### config.mk
export PLATFORM = sky130hd
export DESIGN_NAME = icache
export DESIGN_NICKNAME = d
export VERILOG_FILES = /design/src/rtl/icache.sv
export SDC_FILE = /design/constraint.sdc
export NUM_CORES = 2
export LEC_CHECK = 0
export ABC_AREA = 1
export CORE_ASPECT_RATIO = 0.5
export CORE_MARGIN = 2
export CORE_UTILIZATION = 29
export CTS_CLUSTER_DIAMETER = 80
export DETAILED_ROUTE_END_ITERATION = 8
export HOLD_SLACK_MARGIN = 0.12
export PLACE_DENSITY = 0.52
export SYNTH_ARGS = -nofsm -noshare
export SYNTH_HDL_FRONTEND = slang
export SYNTH_SLANG_ARGS = --single-unit
### constraint.sdc
create_clock -name clk_in -period 4 [get_ports clk_in]
set_input_delay 0.4 -clock clk_in [delete_from_list [all_inputs] [get_ports clk_in]]
set_output_delay 0.4 -clock clk_in [all_outputs]
set_load 0.02 [all_outputs]
### src/rtl/icache.sv
// icache: direct-mapped one-word-line instruction cache with miss fill and flush-safe discard
module icache #(
  parameter int INDEX_BITS = 6
) (
  input  logic        clk_in,
  input  logic        rst_in,
  input  logic        rdy_in,
  input  logic        clear_in,
  input  logic        enable_from_fetcher,
  input  logic [31:0] address_from_fetcher,
  output logic        end_to_fetcher,
  output logic [31:0] inst_to_fetcher,
  output logic        enable_to_memctrl,
  output logic [31:0] address_to_memctrl,
  input  logic        end_from_memctrl,
  input  logic [31:0] inst_from_memctrl
);
  localparam int LINES = 1 << INDEX_BITS;
  localparam int TAG_BITS = 30 - INDEX_BITS;
  typedef enum logic [1:0] {IDLE, MISS, MISS_DISCARD} state_t;
  state_t state, state_n;
  logic [LINES-1:0] valid;
  logic [TAG_BITS-1:0] tags [LINES];
  logic [31:0] data [LINES];
  logic [31:0] req_addr;
  logic [INDEX_BITS-1:0] req_idx, fill_idx;
  logic [TAG_BITS-1:0] req_tag, fill_tag;
  logic hit, accept, fill, respond_hit, respond_fill, start_miss;
  logic end_n, en_n;
  logic [31:0] inst_n, addr_n;
  assign req_addr = address_from_fetcher & 32'hFFFF_FFFC;
  assign req_idx = req_addr[INDEX_BITS+1:2];
  assign req_tag = req_addr[31:INDEX_BITS+2];
  assign fill_idx = address_to_memctrl[INDEX_BITS+1:2];
  assign fill_tag = address_to_memctrl[31:INDEX_BITS+2];
  assign hit = valid[req_idx] && tags[req_idx] == req_tag;
  assign accept = state == IDLE && enable_from_fetcher && !end_to_fetcher && !clear_in;
  assign fill = state != IDLE && end_from_memctrl;
  assign respond_hit = accept && hit;
  assign start_miss = accept && !hit;
  assign respond_fill = state == MISS && fill && !clear_in;
  // state register; a stalled cycle leaves everything untouched
  always_ff @(posedge clk_in) begin
    if (rst_in) state <= IDLE;
    else if (rdy_in) state <= state_n;
  end
  // next state: a clear during a miss keeps the transfer alive but drops the reply
  always_comb begin
    state_n = state == IDLE ? (start_miss ? MISS : IDLE)
            : fill ? IDLE
            : (state == MISS && clear_in) ? MISS_DISCARD : state;
  end
  // next output values; the fill request stays up until the memory controller ends it
  always_comb begin
    end_n = respond_hit || respond_fill;
    inst_n = respond_hit ? data[req_idx] : respond_fill ? inst_from_memctrl : inst_to_fetcher;
    en_n = state == IDLE ? start_miss : !fill;
    addr_n = start_miss ? req_addr : address_to_memctrl;
  end
  // registered outputs
  always_ff @(posedge clk_in) begin
    if (rst_in) begin
      end_to_fetcher <= 1'b0;
      inst_to_fetcher <= '0;
      enable_to_memctrl <= 1'b0;
      address_to_memctrl <= '0;
    end else if (rdy_in) begin
      end_to_fetcher <= end_n;
      inst_to_fetcher <= inst_n;
      enable_to_memctrl <= en_n;
      address_to_memctrl <= addr_n;
    end
  end
  // valid bits: only reset clears them, any completed fill sets the indexed one
  always_ff @(posedge clk_in) begin
    if (rst_in) valid <= '0;
    else if (rdy_in && fill) valid[fill_idx] <= 1'b1;
  end
  // tag and data arrays: unconditional overwrite of the indexed line on fill
  always_ff @(posedge clk_in) begin
    if (!rst_in && rdy_in && fill) begin
      tags[fill_idx] <= fill_tag;
      data[fill_idx] <= inst_from_memctrl;
    end
  end
endmodule

==> impl_metrics.yaml <==
outcome:
  outcome: "finished clean"
placement:
  place.gp.congestion: 0.8086
  dpl.hpwl_um: 273400
  dp_slack_ps: -190.5
  io_buffer_count: 131
power:
  ir_drop_mv: 0.3672
  finalPower_mw: 81.91
  power.density_nw_per_um2: 475.0
  p_leak_nw: 56.30
worst_setup_path:
  crit_type: "in -> reg"
  cp.arrival_ps: 4680
  crit_required_ps: 4830
  end_kind: "flop"
  max_stage_delay_ps: 560
  cp_slowest_cell: "dlygate4sd3_1"
  cpMostUsedCell: "nand3_1"
  critPathMaxFanout: 33
  start_kind: "input pin"
  worstPathCellList: "dlygate4sd3_1 -> buf_8 -> inv_8 -> buf_12 -> buf_4 -> nand3_1 -> nand3_1 -> nand3_1 -> nand3_1 -> nand3_1 -> nand3b_1 -> nand2_1 -> a21oi_1 -> nand3_1 -> nor2_1 -> buf_4 -> nand3_1 -> nand2_1 -> nand2_2 -> buf_12 -> nor2_1 -> nor2_1"
yosys:
  netlist_area_um2: 147100
  synth_common_cells: "edfxtp_1 (3,584), nand2_1 (1,955), nand3_1 (1,611), nor2_1 (1,533), o21ai_0 (1,369)"
  synth-main-ff-cell: "edfxtp_1"
  synth-seq-cells: 3714
  synthArstFlopShare_pct: 0
  yosys_warnings: 0
  synth_edf_count: 3584
  synth_most_common_cell: "edfxtp_1"
  yosysTopAreaCell: "edfxtp_1"
  synthDistinctLibCells: 31
  yosysTopAreaCellShare_pct: 73.15
  synth.area.top_cells: "edfxtp_1 (73%), nand3_1 (5.5%), nand2_1 (5.0%), o21ai_0 (4.7%), nor2_1 (3.9%)"
  avgSynthCellArea_um2: 12.38
  ys_seq_area_share_pct: 74.92
  synthCells: 11885
clock_network:
  cts_htree_levels: 5
  cts_max_path_buffers: 4
  cts_tree: "yes"
  cts-root-buf: "clkbuf_16"
  clk_pin_slew_ps: 60
  cts_buffers: 364
  clock_latency_ps: 970
  clock_sinks: 3714
grt:
  grt_pass1_vias: 94772
  grt_pass1_wl_um: 741600
  antenna_found_initial: 26
  overflow: 0
  grt_usage_pct: 20.07
  grt_max_degree: 137
timing:
  final_hold_viol_count: 0
  post-route-period-util_pct: 96.46
  timing.final.ws_setup_ps: 141.4
  drv_slew: 0
  fin_skew_ps: 69.86
  rsz0062_at_grt: "false"
  worst_pin_slew_ps: 1308
  slew_headroom_pct: 12.77
  max_freq_mhz: 259.2
  setup_viol: 0
  period_needed_ps: 3859
final_layout:
  final_net_count: 12209
  drive_gt1_share_pct: 10.03
  area_growth_pct: 17.23
detailed_routing:
  vias: 101945
  wl_met2_um: 242700
  wire_per_inst_um: 28.09
  drt_wl_total_um: 537300
  wl_met3_um: 45810
  routed.top_layer: "met5"
  drt-met1-wl_um: 225900
  dr.pass1.iters: 6
  avgViaCountPerCell: 5.329
  ant_nets: 0
  drtIter0Drc: 14422
  drc_errors: 0
flow_run:
  max_cap_viol_count: 0
floorplan:
  initial_core_util_pct: 29.19
  rows: 184
  fp.dieH_um: 507.6
  ios: 136
  core_area_um2: 504000
  dieWidth_um: 1011
  die-area_um2: 513400
min_path:
  hp-class: "in -> reg"
sequential cells by signal, summed over array words and instances, names as in the netlist:
register            cells
data                 2048
tags                 1536
valid                  64
inst_to_fetcher        32
address_to_memctrl     30
state                   2
enable_to_memctrl       1
end_to_fetcher          1
cell families after synthesis:
logic type | after synthesis | share of synthesized area (%)
AO/OA/AOI/OAI | 2084 | 7.736
other | 1 | 0.002549
AND/OR/NAND/NOR | 5153 | 14.62
flip-flops | 3714 | 74.92
buffers and inverters | 933 | 2.716
through the flow:
step | setup TNS (ps) | instance area, um^2 | hold WS [ps] | cells | utilization, %
3_3_place_gp | -8833 | 160400 | 438.8 | 18431 | 31.83
6_report | 0 | 172500 | 166.9 | 19129 | 34.22
3_5_place_dp | -5747 | 160400 | 444.9 | 18431 | 31.83
2_1_floorplan | -273360 | 147100 | 428.1 | 11886 | -
5_1_grt | 0 | 172500 | 151.4 | 19128 | 34.22
4_1_cts | 0 | 172200 | 124.1 | 19110 | 34.16
repair_timing:
action                                  in CTS  in global routing
endpoints found under the setup margin       0                 31
endpoints found under the hold margin      428                  0
buffers inserted                             0                 10
resized for setup                            0                 18
hold buffers                                23                  0
critical path, delay by kind of cell:
kind                   cells  cell delay [ps]
AOI/OAI and AO/OA          1              150
buffers and inverters      7             1920
and+or+nand+nor           14             2080
final cells by class:
class                      instances  area, um^2
inverter                          76       345.3
sequential                      3714      110300
multi-input combinational       7239       33420
clock inverter                   197        1864
fill                           49016      331500
clock buffer                     459        9662
timing repair buffer             744        8533
antenna                            4       10.01
tap                             6696        8378
per-layer routing:
layer,track usage (%),up-vias
met5,0,-
met4,7.532,2
met3,2.890,967
met2,31.71,5012
met1,28.14,52091
li1,-,43873
path summary, 6_finish.rpt:
check,cells past startpoint,from,slack [ps],to
hold / removal,1,inst_from_memctrl[28],170,data[45][28]
hold reg to reg,2,valid[49],460,valid[49]
setup / recovery,22,address_from_fetcher[3],140,inst_to_fetcher[29]
setup reg to reg,21,tags[17][7],670,inst_to_fetcher[2]
cell usage in the layout, fill, tap and decap left out, types with 11 or more instances in the layout:
cell             instances
dfxtp_1                106
clkinv_2                65
edfxtp_1              3584
clkinv_1                69
clkbuf_16              374
nand3b_1                11
nand2_1               1951
inv_1                   68
o32ai_1                 36
nand4_1                 33
nand3_1               1607
clkbuf_1                81
buf_2                   34
buf_12                 198
nor2_4                  65
dfxtp_2                 24
bufinv_16               30
o21ai_0               1369
nor2_1                1469
buf_4                  379
o22ai_1                631
dlygate4sd3_1           22
clkdlybuf4s50_1         91
a21oi_1                 36
power by group:
group,internal [mW],leakage [nW],switching [mW]
sequential,42.5,32.0,0.0305
clock,19.1,5.63,15.2
combinational,1.47,18.6,3.61
total,63.1,56.3,18.8
(Power assumes the default switching activity.)
